**config.mk**
```make
export PLATFORM = sky130hd
export DESIGN_NAME = id_hazard_stage
export DESIGN_NICKNAME = d
export VERILOG_FILES = /design/src/rtl/id_hazard_stage.sv
export SDC_FILE = /design/constraint.sdc
export NUM_CORES = 1
export LEC_CHECK = 0
export CAP_MARGIN = 20
export CORE_UTILIZATION = 46
export DETAILED_ROUTE_END_ITERATION = 8
export DONT_BUFFER_PORTS = 1
export PLACE_DENSITY = 0.63
export SLEW_MARGIN = 10
export SYNTH_ARGS = -nofsm -noshare
export SYNTH_HDL_FRONTEND = slang
export SYNTH_SLANG_ARGS = --single-unit
```
**constraint.sdc**
```tcl
create_clock -name clk_i -period 5.6 [get_ports clk_i]
set_input_delay 0.56 -clock clk_i [delete_from_list [all_inputs] [get_ports clk_i]]
set_output_delay 0.56 -clock clk_i [all_outputs]
set_load 0.02 [all_outputs]
```
**src/rtl/id_hazard_stage.sv**
```systemverilog
// ID-to-EX operand resolution: forwarding, long-latency scoreboard,
// RAW/WAW stall generation and the ID/EX pipeline register.
module id_hazard_stage #(
  parameter  int XLEN    = 32,
  parameter  int NUM_FWD = 2,
  parameter  int NREG    = 32,
  localparam int RW      = $clog2(NREG)
) (
  input  logic                    clk_i,
  input  logic                    rst_ni,
  input  logic                    flush_i,
  input  logic                    in_valid_i,
  output logic                    in_ready_o,
  input  logic [RW-1:0]           in_rs1_s_i,
  input  logic [RW-1:0]           in_rs2_s_i,
  input  logic [RW-1:0]           in_rd_s_i,
  input  logic                    in_uses_rs1_i,
  input  logic                    in_uses_rs2_i,
  input  logic                    in_rd_we_i,
  input  logic                    in_long_lat_i,
  input  logic [XLEN-1:0]         in_rs1_v_i,
  input  logic [XLEN-1:0]         in_rs2_v_i,
  input  logic [NUM_FWD-1:0]      fwd_valid_i,
  input  logic [NUM_FWD*RW-1:0]   fwd_rd_s_i,
  input  logic [NUM_FWD*XLEN-1:0] fwd_rd_v_i,
  input  logic [NUM_FWD-1:0]      fwd_data_ok_i,
  input  logic                    done_valid_i,
  input  logic [RW-1:0]           done_rd_s_i,
  input  logic [XLEN-1:0]         done_rd_v_i,
  output logic                    out_valid_o,
  input  logic                    out_ready_i,
  output logic [XLEN-1:0]         out_rs1_v_o,
  output logic [XLEN-1:0]         out_rs2_v_o,
  output logic [RW-1:0]           out_rd_s_o,
  output logic                    out_rd_we_o,
  output logic                    out_long_lat_o,
  output logic [1:0]              stall_o,
  output logic [NREG-1:0]         pending_o
);

  logic [NREG-1:0] pending_q;
  logic [NREG-1:0] pending_d;
  logic [XLEN:0]   res1;
  logic [XLEN:0]   res2;
  logic            raw;
  logic            waw;
  logic            live;
  logic            adv;
  logic            accept;
  logic            done_rd;

  // Returns {raw_hazard, value}; lower indices are walked last so they win.
  function automatic logic [XLEN:0] resolve(
    input logic [RW-1:0]   rs,
    input logic [XLEN-1:0] rf
  );
    logic            hit;
    logic            ok;
    logic            hz;
    logic [XLEN-1:0] v;
    hit = 1'b0;
    ok  = 1'b1;
    hz  = 1'b0;
    v   = rf;
    for (int i = NUM_FWD - 1; i >= 0; i--) begin
      if (fwd_valid_i[i] && fwd_rd_s_i[i*RW +: RW] == rs) begin
        hit = 1'b1;
        ok  = fwd_data_ok_i[i];
        v   = fwd_rd_v_i[i*XLEN +: XLEN];
      end
    end
    if (hit) begin
      hz = !ok;
    end else if (done_valid_i && done_rd_s_i == rs) begin
      v = done_rd_v_i;
    end else if (pending_q[rs]) begin
      hz = 1'b1;
    end
    if (rs == '0) begin
      v  = '0;
      hz = 1'b0;
    end
    return {hz, v};
  endfunction

  assign res1 = resolve(in_rs1_s_i, in_rs1_v_i);
  assign res2 = resolve(in_rs2_s_i, in_rs2_v_i);

  assign live    = in_valid_i && !flush_i;
  assign done_rd = done_valid_i && done_rd_s_i == in_rd_s_i;

  assign raw = live &&
               ((in_uses_rs1_i && res1[XLEN]) ||
                (in_uses_rs2_i && res2[XLEN]));

  assign waw = live && in_rd_we_i && in_long_lat_i &&
               in_rd_s_i != '0 && pending_q[in_rd_s_i] && !done_rd;

  assign stall_o    = {waw, raw};
  assign adv        = !out_valid_o || out_ready_i;
  assign in_ready_o = flush_i || (adv && stall_o == 2'b00);
  assign accept     = in_valid_i && in_ready_o && !flush_i;
  assign pending_o  = pending_q;

  // Set is applied after clear so a same-cycle set wins.
  always_comb begin
    pending_d = pending_q;
    if (done_valid_i) begin
      pending_d[done_rd_s_i] = 1'b0;
    end
    if (accept && in_rd_we_i && in_long_lat_i && in_rd_s_i != '0) begin
      pending_d[in_rd_s_i] = 1'b1;
    end
    pending_d[0] = 1'b0;
  end

  always_ff @(posedge clk_i or negedge rst_ni) begin
    if (!rst_ni) begin
      pending_q <= '0;
    end else begin
      pending_q <= pending_d;
    end
  end

  always_ff @(posedge clk_i or negedge rst_ni) begin
    if (!rst_ni) begin
      out_valid_o    <= 1'b0;
      out_rs1_v_o    <= '0;
      out_rs2_v_o    <= '0;
      out_rd_s_o     <= '0;
      out_rd_we_o    <= 1'b0;
      out_long_lat_o <= 1'b0;
    end else if (accept) begin
      out_valid_o    <= 1'b1;
      out_rs1_v_o    <= res1[XLEN-1:0];
      out_rs2_v_o    <= res2[XLEN-1:0];
      out_rd_s_o     <= in_rd_s_i;
      out_rd_we_o    <= in_rd_we_i;
      out_long_lat_o <= in_long_lat_i;
    end else if (adv) begin
      out_valid_o <= 1'b0;
    end
  end

endmodule

```
==> flow_metrics.tcl, run 1 <==
set metrics [dict create \
    outcome "finished, final reports clean" \
    finalWirelength_microns 28800 \
    cts_root_buffer "clkbuf_16" \
    grt_use_total_pct 31.8 \
    synth_compound_area_share_pct 20.9 \
    cap_violations 0 \
    dr.pass1.iters 5 \
    detailedPlacementHpwl_microns 20200 \
    vias 7008 \
    tightestPinTransition_ns 1.10 \
    synth.top_cell.area_share_pct 32.1 \
    drcViolationCount 0 \
    synth_xor_area_share_pct 3.81 \
    fin_nets 975 \
    cts_buffers 9 \
    port_buffers 0 \
    synth_top_family_by_area "multiplexers" \
    cts_buffer_depth 2 \
    required_ns 5.84 \
    grt_pass1_vias 7112 \
    initial_utilization_pct 47.8 \
    fin_skew_ns 0.00870 \
    path_cells "mux4_2 -> mux2i_1 -> mux4_2 -> nor2_2 -> a21o_4 -> nor4b_4 -> buf_4 -> buf_4 -> mux2_2" \
    p_per_area_mw_per_mm2 306 \
    crit_fanout 39 \
    rows 47 \
    finalHoldViolCount 0 \
    antenna_found_initial 1 \
    core_sq_mm 0.0168 \
    synth.area.top_cells "dfrtp_1 (32%), mux2_4 (13%), mux2i_1 (5.5%)" \
    ios 311 \
    fmax_ghz 0.240 \
    yosysSeqAreaShare_pct 32.1 \
    dieWidth_microns 134 \
    routed_via_density 7.03 \
    fin_crit_ns 4.17 \
    final_area_sq_mm 0.00838 \
    ys_seq_elements 103 \
    total_power_w 0.00256 \
    crit_path_end_kind "flip-flop" \
    yosysTopAreaCell "dfrtp_1" \
    min_period_over_period_pct 74.4 \
    max_stage_delay_ns 0.64 \
    wl_per_cell_microns 28.9 \
    postCtsSetupRepairBufs 0 \
    layout_setup_ws_ns 1.43 \
    ys_types 52 \
    syn_avg_cell_area_sq_um 9.67 \
    gr-total-overflow 0 \
    synth_flop_cell "dfrtp_1" \
    cpLargestDelayFamily "multiplexers" \
    final_layout_size_suffix_gt1_share_pct 17.5 \
    synth_cells 831 \
    p_leak_nw 3.61 \
    drv_slew 0 \
    cts_sinks 103 \
    path_class "flip-flop to flip-flop" \
    ys_async_sr_fraction_pct 100 \
    detailedPlace.worstSlack_ns 1.42 \
    setup_tns_ns 0 \
    antenna_left 0 \
    setup_viol 0 \
    critPathArrivalTime_ns 4.41 \
    syn_area_sq_mm 0.00804 \
    dieArea_sq_mm 0.0180 \
    grt_pass1_wl_microns 43100 \
    hold_class "input pin to async pin" \
    synthSimpleGateAreaFrac_pct 11.9 \
    holdWs_ns 0.139 \
    synth-edff-count 0 \
    start_kind "flip-flop" \
    relSlewSlack_pct 26.5 \
    synth_fa_ha_area_share_pct 0 \
    drtIter0Drc 662 \
    placed_area_sq_mm 0.00801 \
    areaGrowthSynthToFinish_pct 4.20 \
    rsz0062_at_grt "no" \
    muxShareOfSynthArea_pct 24.5 \
    grt_max_degree 104 \
    syn_nets 1035 \
    die_h_microns 134 \
    clk_latency_ns 0.35 \
    path_buf_inv 2 \
    cts_tree "yes" \
    ctsHtreeMaxLevel 3 \
    yosysWarnings 0 \
    cpMaxStageDelayCell "buf_4" \
    clk_pin_slew_worst_paths_ns 0.07 \
    place_congestion 0.938 \
    ir_drop_uv 182 \
]
[sequential cells by signal (all words and copies together) (netlist names)]
signal and flops:
out_rs2_v_o 32, pending_o 31, out_long_lat_o 1, out_rd_s_o 5, out_rd_we_o 1, out_rs1_v_o 32
out_valid_o 1
[cells by family after synthesis]
kind of cell | Yosys count
AOI/OAI and AO/OA | 256
xor gates and xnor gates | 35
buffers and inverters | 109
DFF | 103
muxes | 136
other | 1
and+or+nand+nor | 191
[report_power, final]
group          internal (W)  total, W  switching [W]
clock network      0.000439  0.000731       0.000293
logic              0.000319  0.000533       0.000214
registers          0.000908   0.00130       0.000390
total               0.00167   0.00256       0.000897
[layer usage]
metal / global-route usage [%] / part of all wire, %
met4: 15.4 / 4.2
met1: 35.7 / 35
met5: 0 / 0
met3: 11.5 / 12
met2: 53.6 / 48
[per-stage QoR]
stage,instances,util (%)
2_1_floorplan,831,-
3_3_place_gp,979,47.6
3_5_place_dp,979,47.6
4_1_cts,996,49.8
5_1_grt,996,49.8
6_report,997,49.8
[Yosys cell counts (6+ instances only)]
cell type / number
o221ai_1: 11
o21ai_0: 77
a211oi_1: 12
clkbuf_1: 53
nor2_1: 39
dfrtp_1: 103
inv_1: 23
nand2_1: 60
and3_1: 28
a21oi_1: 54
buf_2: 9
a22oi_1: 53
a21o_1: 12
buf_6: 14
nand3b_1: 7
o41ai_1: 28
mux2i_1: 44
nand3_1: 22
xor2_1: 18
mux2_4: 69
mux4_2: 17
buf_1: 6
xnor2_1: 17
[area by class of cell]
type,instances,area [sq um]
Antenna cell,1,2.50
Tap cell,220,275
Timing Repair Buffer,15,133
Sequential cell,103,2580
Fill cell,1530,8440
Multi-Input combinational cell,619,4960
Inverter,23,86.3
Clock buffer,11,233
Clock inverter,5,106
[path summary, 6_finish.rpt]
kind,slack [ns],endpoint,start,depth (start not counted)
min in group clk_i,0.35,out_long_lat_o,in_long_lat_i,1
worst max-delay path,1.43,out_rs1_v_o[15],pending_o[8],9
worst max register to register,1.43,out_rs1_v_o[15],pending_o[8],9
worst min register to register,0.68,out_rd_s_o[3],out_rd_s_o[3],1
max in group asynchronous,5.03,out_rs1_v_o[18],rst_ni,1
worst min-delay path,0.14,pending_o[28],rst_ni,1
[cell usage in the layout, fill, tap and decap left out, types with 3 or more instances in the layout]
cell         n
a211oi_1    12
nor4_1       3
buf_4       14
mux4_1       3
nand3_2      3
dfrtp_1    103
and3_1      27
xor2_1      18
a21oi_1     54
o221ai_1    11
nand3_1     19
xnor2_1     17
nand3b_1     7
nor2_1      39
nand4_1      5
clkbuf_16    9
a22oi_1     53
mux4_2      17
a21o_1      12
inv_1       23
o41ai_1     28
mux2_4      69
nor2b_1      5
o41ai_2      3
mux2_2       3
mux2i_1     44
o21ai_0     77
bufinv_16    3
nand2_1     60
[timing repair]
item                                   in CTS  in global routing
resized for setup                           0                  0
hold buffers                                1                  0
endpoints found under the hold margin     103                  0
Note: power is estimated with default switching activity, not from simulation.
==> inputs of run 2 (changes only) <==
- PLACE_DENSITY: 0.63 -> 0.65
- clock period: 5.6 -> 3.5 ns (I/O delays scaled with it)
==> run 2 against run 1 <==
  * Final cell count is 0.80% higher
  * Clock-buffer cell count down 2
  * Critical path depth is 2 lower
  * Core utilization grew 0.19 points
  * Wire length is 4.6% higher
  * Largest cell class unchanged
  * Highest routed layer unchanged
==> flow_metrics.tcl, run 2 (synthesis gave the netlist of run 1 again) <==
set metrics [dict create \
    grt_max_degree 104 \
    initial_utilization_pct 47.8 \
    fmax_ghz 0.303 \
    max_stage_delay_ns 0.51 \
    port_buffers 0 \
    cts_root_buffer "clkbuf_16" \
    cap_violations 0 \
    detailedPlacementHpwl_microns 20800 \
    outcome "finished, final reports clean" \
    path_cells "mux2i_1 -> mux4_2 -> and3_1 -> o311a_1 -> a211oi_1 -> o21ai_0 -> a21o_1" \
    grt_pass1_vias 7225 \
    crit_path_end_kind "output pin" \
    clk_pin_slew_worst_paths_ns 0.08 \
    cts_buffer_depth 2 \
    cts_tree "yes" \
    gr-total-overflow 0 \
    drtIter0Drc 717 \
    rsz0062_at_grt "no" \
    postCtsSetupRepairBufs 0 \
    multi_input_area_sq_mm 0.00496 \
    fin_skew_ns 0.0155 \
    crit_fanout 5 \
    cts_resized 0 \
    required_ns 3.15 \
    seqPwrFrac_pct 52.3 \
    post-route-util_pct 50.0 \
    cts_hold_buf 2 \
    dieWidth_microns 134 \
    relSlewSlack_pct 25.3 \
    p_int_w 0.00247 \
    hold_class "input pin to flip-flop" \
    seq_area_sq_mm 0.00258 \
    final_layout_size_suffix_gt1_share_pct 18.4 \
    swShare_pct 37.5 \
    vias 7127 \
    start_kind "flip-flop" \
    drv_slew 0 \
    grt_pass1_wl_microns 44000 \
    finalHoldViolCount 0 \
    final_common_cell "dfrtp_1" \
    p_leak_nw 3.62 \
    place_congestion 0.940 \
    grt_use_total_pct 32.5 \
    cpMaxStageDelayCell "dfrtp_1" \
    critPathArrivalTime_ns 2.95 \
    fin_cells 1005 \
    areaGrowthSynthToFinish_pct 4.61 \
    fillCellCount 1574 \
    clk_latency_ns 0.36 \
    layout_common_cells "dfrtp_1 (103), o21ai_0 (77), mux2_4 (69)" \
    clkPwrFrac_pct 25.8 \
    ctsHtreeMaxLevel 3 \
    fin_nets 982 \
    setup_tns_ns 0 \
    ios 311 \
    setup_viol 0 \
    combinationalPowerShare_pct 22.0 \
    p_per_area_mw_per_mm2 470 \
    wl_per_cell_microns 30.0 \
    regToRegSetupSlack_ns 0.27 \
    cts_sinks 103 \
    finalWirelength_microns 30100 \
    dr.pass1.iters 6 \
    core_sq_mm 0.0168 \
    rows 47 \
    antenna_left 0 \
    antenna_found_initial 2 \
    dieArea_sq_mm 0.0180 \
    routed_via_density 7.09 \
    ir_drop_uv 269 \
    fin_crit_ns 3.30 \
    netSwitchingPower_w 0.00148 \
    path_class "flip-flop to output pin" \
    tightestPinTransition_ns 1.12 \
    die_h_microns 134 \
    cts_buffers 9 \
    drcViolationCount 0 \
    dp_cells 985 \
    min_period_over_period_pct 94.2 \
]
run 2: changes by cell type in the layout (fill, tap and decap cells not counted), sizes merged:
cell         change
clkbuf           -2
bufinv           -3
buf              +6
diode            +1
inv              +3
clkinvlp         +1
clkinv           +1
dlygate4sd3      +1
run 2: worst max-delay path, delay by kind of cell, from the launching register on:
kind / cells / cell delay, ns
DFF: 1 / 0.51
and+or+nand+nor: 1 / 0.20
AOI/OAI and AO/OA: 4 / 1.22
muxes: 2 / 0.65
run 2: final cells by class:
cell class | instances | area share (%)
flip-flops and latches | 103 | 30.7
clock inverters | 7 | 0.759
clock buffers | 9 | 2.68
inverters | 23 | 1.03
diodes | 2 | 0.0595
multi-input cells | 619 | 59.0
well taps | 220 | 3.27
repair buffers | 22 | 2.53
run 2: power groups by stage:
stage	combinational, W	sequential, W	clock, W
after floorplan	0.000754	0.00196	0
after global placement	0.000797	0.00207	0
after detailed placement	0.000826	0.00208	0
after CTS	0.000864	0.00206	0.00103
after global routing	0.000926	0.00208	0.00107
final	0.000868	0.00206	0.00102
run 2: path summary, 6_finish.rpt:
| path | from | to | cells past startpoint |
|---|---|---|---|
| setup / recovery | pending_o[23] | in_ready_o | 7 |
| hold / removal | in_rd_s_i[3] | out_rd_s_o[3] | 1 |
| setup reg to reg | pending_o[19] | out_rs1_v_o[15] | 8 |
| hold reg to reg | out_rd_we_o | out_rd_we_o | 1 |
| max in group asynchronous | rst_ni | out_rs1_v_o[11] | 2 |
| min in group asynchronous | rst_ni | pending_o[6] | 2 |
run 2: routing by layer:
metal  global-route usage [%]  wire length [microns]  up-vias
li1                         -                      -     2988
met1                     39.2                  11300     3547
met2                     53.7                  14600      504
met3                     9.75                   3280       88
met4                     13.9                    927        0
met5                        0                      0        -
run 2: through the flow:
| stage | total power (W) | cell area, sq um | setup WS, ns | hold WS, ns |
|---|---|---|---|---|
| 2_1_floorplan | 0.00272 | 8040 | 0.626 | 0.0544 |
| 3_5_place_dp | 0.00290 | 8080 | 0.294 | 0.0561 |
| 5_1_grt | 0.00407 | 8410 | 0.0739 | 0.124 |
| 4_1_cts | 0.00396 | 8400 | 0.201 | 0.126 |
| 3_3_place_gp | 0.00287 | 8080 | 0.349 | 0.0568 |
| 6_report | 0.00395 | 8410 | 0.202 | 0.133 |
